$ cat config.mk
export PLATFORM = sky130hd
export DESIGN_NAME = id_ex_latch_flat
export DESIGN_NICKNAME = d
export VERILOG_FILES = /design/src/rtl/id_ex_if.sv /design/src/rtl/id_ex_latch.sv /design/src/flat_wrapper.sv
export SDC_FILE = /design/constraint.sdc
export NUM_CORES = 1
export LEC_CHECK = 0
export ABC_AREA = 1
export BUFFER_PORTS_ARGS = -buffer_cell sky130_fd_sc_hd__buf_2
export CAP_MARGIN = 10
export CORE_AREA = 4 4 132 134
export CTS_CLUSTER_SIZE = 28
export DETAILED_ROUTE_END_ITERATION = 6
export DIE_AREA = 0 0 136 138
export PLACE_DENSITY = 0.77
export SETUP_SLACK_MARGIN = 0.3
export SLEW_MARGIN = 0
export SYNTH_ARGS = -nofsm -noshare
export SYNTH_HDL_FRONTEND = slang
export SYNTH_SLANG_ARGS = --single-unit
$ cat constraint.sdc
create_clock -name CLK -period 3.2 [get_ports CLK]
set_input_delay 0.64 -clock CLK [delete_from_list [all_inputs] [get_ports CLK]]
set_output_delay 0.64 -clock CLK [all_outputs]
set_load 0.01 [all_outputs]
$ cat src/rtl/id_ex_if.sv
// id_ex_if: decode-to-execute bundle carrying the ID/EX pipeline register's capture inputs and registered outputs.
`default_nettype none

interface id_ex_if #(
  parameter int DATA_W  = 32,
  parameter int REG_W   = 5,
  parameter int ALUOP_W = 4,
  parameter int CNT_W   = 32
);
  logic               enable;
  logic               flush;
  logic               valid_in;
  logic               dWEN_in;
  logic               dREN_in;
  logic               WEN_in;
  logic               extend_in;
  logic               halt_in;
  logic               reg_dest_in;
  logic [ALUOP_W-1:0] alu_op_in;
  logic [DATA_W-1:0]  rdat1_in;
  logic [DATA_W-1:0]  rdat2_in;
  logic [15:0]        imm16_in;
  logic [REG_W-1:0]   rs_in;
  logic [REG_W-1:0]   rt_in;
  logic [REG_W-1:0]   rd_in;
  logic [DATA_W-1:0]  npc_in;

  logic               valid_out;
  logic               dWEN_out;
  logic               dREN_out;
  logic               WEN_out;
  logic               extend_out;
  logic               halt_out;
  logic               reg_dest_out;
  logic [ALUOP_W-1:0] alu_op_out;
  logic [DATA_W-1:0]  rdat1_out;
  logic [DATA_W-1:0]  rdat2_out;
  logic [15:0]        imm16_out;
  logic [REG_W-1:0]   rs_out;
  logic [REG_W-1:0]   rt_out;
  logic [REG_W-1:0]   rd_out;
  logic [DATA_W-1:0]  npc_out;
  logic [DATA_W-1:0]  imm_ext_out;
  logic [REG_W-1:0]   wsel_out;
  logic               halted;
  logic [CNT_W-1:0]   instr_count;

  modport master (
    output enable, flush, valid_in, dWEN_in, dREN_in, WEN_in, extend_in, halt_in,
           reg_dest_in, alu_op_in, rdat1_in, rdat2_in, imm16_in, rs_in, rt_in,
           rd_in, npc_in,
    input  valid_out, dWEN_out, dREN_out, WEN_out, extend_out, halt_out,
           reg_dest_out, alu_op_out, rdat1_out, rdat2_out, imm16_out, rs_out,
           rt_out, rd_out, npc_out, imm_ext_out, wsel_out, halted, instr_count
  );

  modport slave (
    input  enable, flush, valid_in, dWEN_in, dREN_in, WEN_in, extend_in, halt_in,
           reg_dest_in, alu_op_in, rdat1_in, rdat2_in, imm16_in, rs_in, rt_in,
           rd_in, npc_in,
    output valid_out, dWEN_out, dREN_out, WEN_out, extend_out, halt_out,
           reg_dest_out, alu_op_out, rdat1_out, rdat2_out, imm16_out, rs_out,
           rt_out, rd_out, npc_out, imm_ext_out, wsel_out, halted, instr_count
  );
endinterface

`default_nettype wire

$ cat src/rtl/id_ex_latch.sv
// id_ex_latch: ID/EX pipeline register with flush bubbles, stall hold, sticky halt and instruction counter.
`default_nettype none

module id_ex_latch #(
  parameter int DATA_W  = 32,
  parameter int REG_W   = 5,
  parameter int ALUOP_W = 4,
  parameter int CNT_W   = 32
) (
  input  wire logic CLK,
  input  wire logic nRST,
  id_ex_if.slave    bus
);

  localparam logic [CNT_W-1:0] CNT_ONE = {{(CNT_W-1){1'b0}}, 1'b1};

  typedef enum logic [0:0] {
    RUN    = 1'b0,
    HALTED = 1'b1
  } state_t;

  typedef struct packed {
    logic               valid;
    logic               dwen;
    logic               dren;
    logic               wen;
    logic               extend;
    logic               halt;
    logic               reg_dest;
    logic [ALUOP_W-1:0] alu_op;
    logic [DATA_W-1:0]  rdat1;
    logic [DATA_W-1:0]  rdat2;
    logic [15:0]        imm16;
    logic [REG_W-1:0]   rs;
    logic [REG_W-1:0]   rt;
    logic [REG_W-1:0]   rd;
    logic [DATA_W-1:0]  npc;
    logic [DATA_W-1:0]  imm_ext;
    logic [REG_W-1:0]   wsel;
  } stage_t;

  state_t           state, state_nxt;
  stage_t           stage, stage_nxt;
  stage_t           captured;
  logic [CNT_W-1:0] count, count_nxt;

  // Side-effecting control only survives capture when the slot holds a real instruction.
  always_comb begin
    captured          = '0;
    captured.valid    = bus.valid_in;
    captured.dwen     = bus.valid_in & bus.dWEN_in;
    captured.dren     = bus.valid_in & bus.dREN_in;
    captured.wen      = bus.valid_in & bus.WEN_in;
    captured.halt     = bus.valid_in & bus.halt_in;
    captured.extend   = bus.extend_in;
    captured.reg_dest = bus.reg_dest_in;
    captured.alu_op   = bus.alu_op_in;
    captured.rdat1    = bus.rdat1_in;
    captured.rdat2    = bus.rdat2_in;
    captured.imm16    = bus.imm16_in;
    captured.rs       = bus.rs_in;
    captured.rt       = bus.rt_in;
    captured.rd       = bus.rd_in;
    captured.npc      = bus.npc_in;
    captured.imm_ext  = bus.extend_in ? {{(DATA_W-16){bus.imm16_in[15]}}, bus.imm16_in}
                                      : {{(DATA_W-16){1'b0}}, bus.imm16_in};
    captured.wsel     = bus.reg_dest_in ? bus.rt_in : bus.rd_in;
  end

  always_comb begin
    state_nxt = state;
    stage_nxt = stage;
    count_nxt = count;
    case (state)
      RUN: begin
        if (bus.flush) begin
          stage_nxt = '0;
        end else if (bus.enable) begin
          stage_nxt = captured;
          if (bus.valid_in) begin
            count_nxt = count + CNT_ONE;
          end
          if (bus.valid_in && bus.halt_in) begin
            state_nxt = HALTED;
          end
        end
      end
      HALTED: begin
        // The halt instruction shows for one cycle, then only inert bubbles follow.
        stage_nxt.valid = 1'b0;
        stage_nxt.dwen  = 1'b0;
        stage_nxt.dren  = 1'b0;
        stage_nxt.wen   = 1'b0;
        stage_nxt.halt  = 1'b1;
      end
      default: begin
        state_nxt = RUN;
      end
    endcase
  end

  always_ff @(posedge CLK or negedge nRST) begin
    if (!nRST) begin
      state <= RUN;
      stage <= '0;
      count <= '0;
    end else begin
      state <= state_nxt;
      stage <= stage_nxt;
      count <= count_nxt;
    end
  end

  assign bus.valid_out    = stage.valid;
  assign bus.dWEN_out     = stage.dwen;
  assign bus.dREN_out     = stage.dren;
  assign bus.WEN_out      = stage.wen;
  assign bus.extend_out   = stage.extend;
  assign bus.halt_out     = stage.halt;
  assign bus.reg_dest_out = stage.reg_dest;
  assign bus.alu_op_out   = stage.alu_op;
  assign bus.rdat1_out    = stage.rdat1;
  assign bus.rdat2_out    = stage.rdat2;
  assign bus.imm16_out    = stage.imm16;
  assign bus.rs_out       = stage.rs;
  assign bus.rt_out       = stage.rt;
  assign bus.rd_out       = stage.rd;
  assign bus.npc_out      = stage.npc;
  assign bus.imm_ext_out  = stage.imm_ext;
  assign bus.wsel_out     = stage.wsel;
  assign bus.halted       = (state == HALTED);
  assign bus.instr_count  = count;

endmodule

`default_nettype wire

$ cat src/flat_wrapper.sv
// flat-port wrapper written by rule: the top's interface ports become plain ports
module id_ex_latch_flat 
#(
  parameter int DATA_W  = 32,
  parameter int REG_W   = 5,
  parameter int ALUOP_W = 4,
  parameter int CNT_W   = 32
)
  (CLK, nRST, bus_enable, bus_flush, bus_valid_in, bus_dWEN_in, bus_dREN_in, bus_WEN_in, bus_extend_in, bus_halt_in, bus_reg_dest_in, bus_alu_op_in, bus_rdat1_in, bus_rdat2_in, bus_imm16_in, bus_rs_in, bus_rt_in, bus_rd_in, bus_npc_in, bus_valid_out, bus_dWEN_out, bus_dREN_out, bus_WEN_out, bus_extend_out, bus_halt_out, bus_reg_dest_out, bus_alu_op_out, bus_rdat1_out, bus_rdat2_out, bus_imm16_out, bus_rs_out, bus_rt_out, bus_rd_out, bus_npc_out, bus_imm_ext_out, bus_wsel_out, bus_halted, bus_instr_count);
  id_ex_if #(.DATA_W(DATA_W), .REG_W(REG_W), .ALUOP_W(ALUOP_W), .CNT_W(CNT_W)) bus_i ();
  input  wire logic CLK;
  input  wire logic nRST;
  input wire logic [$bits(bus_i.enable)-1:0] bus_enable;
  input wire logic [$bits(bus_i.flush)-1:0] bus_flush;
  input wire logic [$bits(bus_i.valid_in)-1:0] bus_valid_in;
  input wire logic [$bits(bus_i.dWEN_in)-1:0] bus_dWEN_in;
  input wire logic [$bits(bus_i.dREN_in)-1:0] bus_dREN_in;
  input wire logic [$bits(bus_i.WEN_in)-1:0] bus_WEN_in;
  input wire logic [$bits(bus_i.extend_in)-1:0] bus_extend_in;
  input wire logic [$bits(bus_i.halt_in)-1:0] bus_halt_in;
  input wire logic [$bits(bus_i.reg_dest_in)-1:0] bus_reg_dest_in;
  input wire logic [$bits(bus_i.alu_op_in)-1:0] bus_alu_op_in;
  input wire logic [$bits(bus_i.rdat1_in)-1:0] bus_rdat1_in;
  input wire logic [$bits(bus_i.rdat2_in)-1:0] bus_rdat2_in;
  input wire logic [$bits(bus_i.imm16_in)-1:0] bus_imm16_in;
  input wire logic [$bits(bus_i.rs_in)-1:0] bus_rs_in;
  input wire logic [$bits(bus_i.rt_in)-1:0] bus_rt_in;
  input wire logic [$bits(bus_i.rd_in)-1:0] bus_rd_in;
  input wire logic [$bits(bus_i.npc_in)-1:0] bus_npc_in;
  output wire logic [$bits(bus_i.valid_out)-1:0] bus_valid_out;
  output wire logic [$bits(bus_i.dWEN_out)-1:0] bus_dWEN_out;
  output wire logic [$bits(bus_i.dREN_out)-1:0] bus_dREN_out;
  output wire logic [$bits(bus_i.WEN_out)-1:0] bus_WEN_out;
  output wire logic [$bits(bus_i.extend_out)-1:0] bus_extend_out;
  output wire logic [$bits(bus_i.halt_out)-1:0] bus_halt_out;
  output wire logic [$bits(bus_i.reg_dest_out)-1:0] bus_reg_dest_out;
  output wire logic [$bits(bus_i.alu_op_out)-1:0] bus_alu_op_out;
  output wire logic [$bits(bus_i.rdat1_out)-1:0] bus_rdat1_out;
  output wire logic [$bits(bus_i.rdat2_out)-1:0] bus_rdat2_out;
  output wire logic [$bits(bus_i.imm16_out)-1:0] bus_imm16_out;
  output wire logic [$bits(bus_i.rs_out)-1:0] bus_rs_out;
  output wire logic [$bits(bus_i.rt_out)-1:0] bus_rt_out;
  output wire logic [$bits(bus_i.rd_out)-1:0] bus_rd_out;
  output wire logic [$bits(bus_i.npc_out)-1:0] bus_npc_out;
  output wire logic [$bits(bus_i.imm_ext_out)-1:0] bus_imm_ext_out;
  output wire logic [$bits(bus_i.wsel_out)-1:0] bus_wsel_out;
  output wire logic [$bits(bus_i.halted)-1:0] bus_halted;
  output wire logic [$bits(bus_i.instr_count)-1:0] bus_instr_count;
  assign bus_i.enable = bus_enable;
  assign bus_i.flush = bus_flush;
  assign bus_i.valid_in = bus_valid_in;
  assign bus_i.dWEN_in = bus_dWEN_in;
  assign bus_i.dREN_in = bus_dREN_in;
  assign bus_i.WEN_in = bus_WEN_in;
  assign bus_i.extend_in = bus_extend_in;
  assign bus_i.halt_in = bus_halt_in;
  assign bus_i.reg_dest_in = bus_reg_dest_in;
  assign bus_i.alu_op_in = bus_alu_op_in;
  assign bus_i.rdat1_in = bus_rdat1_in;
  assign bus_i.rdat2_in = bus_rdat2_in;
  assign bus_i.imm16_in = bus_imm16_in;
  assign bus_i.rs_in = bus_rs_in;
  assign bus_i.rt_in = bus_rt_in;
  assign bus_i.rd_in = bus_rd_in;
  assign bus_i.npc_in = bus_npc_in;
  assign bus_valid_out = bus_i.valid_out;
  assign bus_dWEN_out = bus_i.dWEN_out;
  assign bus_dREN_out = bus_i.dREN_out;
  assign bus_WEN_out = bus_i.WEN_out;
  assign bus_extend_out = bus_i.extend_out;
  assign bus_halt_out = bus_i.halt_out;
  assign bus_reg_dest_out = bus_i.reg_dest_out;
  assign bus_alu_op_out = bus_i.alu_op_out;
  assign bus_rdat1_out = bus_i.rdat1_out;
  assign bus_rdat2_out = bus_i.rdat2_out;
  assign bus_imm16_out = bus_i.imm16_out;
  assign bus_rs_out = bus_i.rs_out;
  assign bus_rt_out = bus_i.rt_out;
  assign bus_rd_out = bus_i.rd_out;
  assign bus_npc_out = bus_i.npc_out;
  assign bus_imm_ext_out = bus_i.imm_ext_out;
  assign bus_wsel_out = bus_i.wsel_out;
  assign bus_halted = bus_i.halted;
  assign bus_instr_count = bus_i.instr_count;
  id_ex_latch #(.DATA_W(DATA_W), .REG_W(REG_W), .ALUOP_W(ALUOP_W), .CNT_W(CNT_W)) u_core (.CLK(CLK), .nRST(nRST), .bus(bus_i));
endmodule
==> impl_metrics.yaml <==
synth:
  ys_seq_area_frac: 0.620
  postSynthAreaPerCell_sq_um: 11.6
  synth_nets: 759
  syn_area_sq_um: 7140
  synth.distinct_cells: 25
  synth_seq_cells: 177
  syn_inst: 616
  ys_warn_count: 0
timing:
  fmax_ghz: 0.532
  finalSetupViolations: 0
  tns_ns: 0
  rsz0062_at_grt: "no"
  worst_slew_pin_slew_ns: 0.719
  maxSlewViolCount: 0
  relSlewSlack: 0.521
  worst_clock_skew_ns: 0.0107
  hold_viol_final: 0
  fin_crit_sh: 0.587
  period_minus_slack_ns: 1.88
clock_tree:
  htreeDepth: 4
  clk_path_buf_depth: 2
  clk_latency_ns: 0.43
  cts_resized: 0
  ctsHoldBuffers: 0
  path_clk_slew_ns: 0.07
  clockRootBuffer: "clkbuf_16"
  clock-sinks: 177
  tritoncts: "built"
  cts_buffers: 17
  post-cts-setup-buffers: 0
critical_path:
  cp-startpoint: "u_core.bus.halted"
  cp_top_family: "simple AND/OR/NAND/NOR gates"
  startpoint_type: "flip-flop"
  worstPathArrival_ns: 2.19
  required_ns: 3.51
  cp_slowest_stage_delay_ns: 0.39
  crit_fanout: 19
  critical_path_class: "flip-flop to flip-flop"
  cp.buffers_inverters: 1
  cpMostUsedCell: "nand2_1"
  end_kind: "flip-flop"
  cp_slowest_cell: "dfrtp_1"
  worst-r2r-setup-slack_ns: 1.32
  cp_cell_sequence: "inv_1 -> nand2_1 -> nor2_4 -> nand3_1 -> nor2_2 -> nand2_1 -> xor2_1"
  reg2reg_from: "u_core.bus.halted"
route:
  drc: 0
  wirelength_um: 19700
  initialDrtViolationCount: 374
  first_pass_iters: 5
  avgRoutedWirePerCell_um: 17.0
  vias: 5897
  antenna_left: 0
  vias_per_cell: 5.07
power_and_ir_drop:
  p_per_area_nw_per_um2: 469
  vdd.ir_drop.worst_mv: 0.349
  switching_power_mw: 1.04
  p_total_mw: 4.46
  clockPowerShare: 0.466
  switching_share: 0.234
  p_comb_frac: 0.033
  p_leak_nw: 5.45
  seqPwrFrac: 0.501
  power.internal_mw: 3.42
global_route:
  grt.overflow.total: 0
  grt_max_degree: 140
  grt.total_usage: 0.214
  antenna_found_initial: 0
  grt_pass1_wl_um: 32000
  grt_pass1_vias: 6029
die:
  die_y_um: 138
  fp.dieArea_sq_um: 18800
  start_util: 0.439
  die_w_um: 136
  coreArea_sq_um: 16300
  num_io_pins: 350
  rows: 47
cells_and_area:
  final_common_cell: "buf_2"
  areaGrowthSynthToFinish_pct: 33.1
  layout_common_cells: "buf_2, dfrtp_1, a22o_1, nand2_1, nor2_1"
  layout-drive-gt1-share: 0.423
  fin_nets: 1072
  n_antenna_cell: 0
place:
  port-buffer-count: 349
  place_hpwl_um: 14400
  gp_congestion: 0.865
worst_hold_path:
  hp-class: "input pin to asynchronous set/reset pin"
flow_run:
  maxCapViolCount: 0
outcome:
  status: "completed"
==> synthesized netlist by cell type (all sizes together) <==
library cell | number | area share
nor2 | 40 | 0.024
nand3 | 18 | 0.013
xnor2 | 5 | 0.0061
a22o | 132 | 0.16
o31ai | 1 | 0.0011
a21oi | 1 | 0.00070
nand3b | 7 | 0.0074
nand2 | 85 | 0.045
inv | 36 | 0.019
dfrtp | 177 | 0.62
a21o | 1 | 0.0011
nor3 | 7 | 0.0065
o21ai | 16 | 0.012
clkbuf | 7 | 0.0037
buf | 54 | 0.049
ha | 1 | 0.0018
xor2 | 13 | 0.016
nand4 | 15 | 0.013
==> metal layers <==
layer	up-vias	global-route usage	share of wire
li1	2764	-	-
met1	2811	0.272	0.40
met2	275	0.348	0.49
met3	47	0.0578	0.079
met4	0	0.0854	0.032
met5	-	0	0
==> final timing paths <==
path | endpoint | depth (start not counted)
min in group CLK | u_core.bus.npc_out[5] | 2
max | u_core.bus.instr_count[20] | 7
max in group asynchronous | u_core.bus.rdat2_out[25] | 2
max reg2reg | u_core.bus.instr_count[20] | 7
min reg2reg | u_core.bus.valid_out | 2
min | u_core.bus.instr_count[0] | 1
==> cells by family (layout without fill, tap and decap cells) <==
kind of cell,Yosys count,count (layout),share of synthesized area
buffers and inverters,97,423,0.0716
XOR/XNOR,18,18,0.0221
AND/OR/NAND/NOR,172,172,0.108
adder cells (fa/ha/maj),1,1,0.00175
AO/OA/AOI/OAI,151,151,0.176
flip-flops,177,177,0.620
==> power groups by stage <==
stage,combinational [mW],clock [mW],sequential (mW)
after detailed placement,0.149,0,2.28
after floorplan,0.00528,0,2.28
after global routing,0.167,2.24,2.23
after CTS,0.150,2.12,2.24
after global placement,0.146,0,2.28
final,0.146,2.08,2.24
==> layout make-up <==
cell class | instances | area (sq um)
repair buffers | 355 | 1860
flip-flops and latches | 177 | 4430
clock buffers | 17 | 425
inverters | 36 | 135
multi-input cells | 342 | 2210
clock inverters | 15 | 166
fillers | 1395 | 6780
well taps | 220 | 275
==> state kept, by name, indices dropped and copies added (netlist names) <==
signal                   flops
u_core.bus.halt_out          1
u_core.bus.imm_ext_out      17
u_core.bus.wsel_out          5
u_core.bus.rdat1_out        32
u_core.bus.npc_out          32
u_core.bus.rs_out            5
u_core.bus.alu_op_out        4
u_core.bus.WEN_out           1
u_core.bus.dWEN_out          1
u_core.bus.valid_out         1
u_core.bus.halted            1
u_core.bus.extend_out        1
u_core.bus.rd_out            5
u_core.bus.instr_count      32
u_core.bus.dREN_out          1
u_core.bus.rt_out            5
u_core.bus.reg_dest_out      1
u_core.bus.rdat2_out        32
==> metrics by stage <==
step	instances	utilization	setup WS [ns]	instance area, sq um	hold slack [ns]
3_3_place_gp	1130	0.547	1.07	8910	0.452
5_1_grt	1162	0.584	1.14	9510	0.237
3_5_place_dp	1130	0.547	1.02	8910	0.454
4_1_cts	1162	0.584	1.32	9510	0.214
2_1_floorplan	616	-	1.60	7140	0.344
6_report	1162	0.584	1.32	9510	0.205
Power figures use the tool's default switching activity.
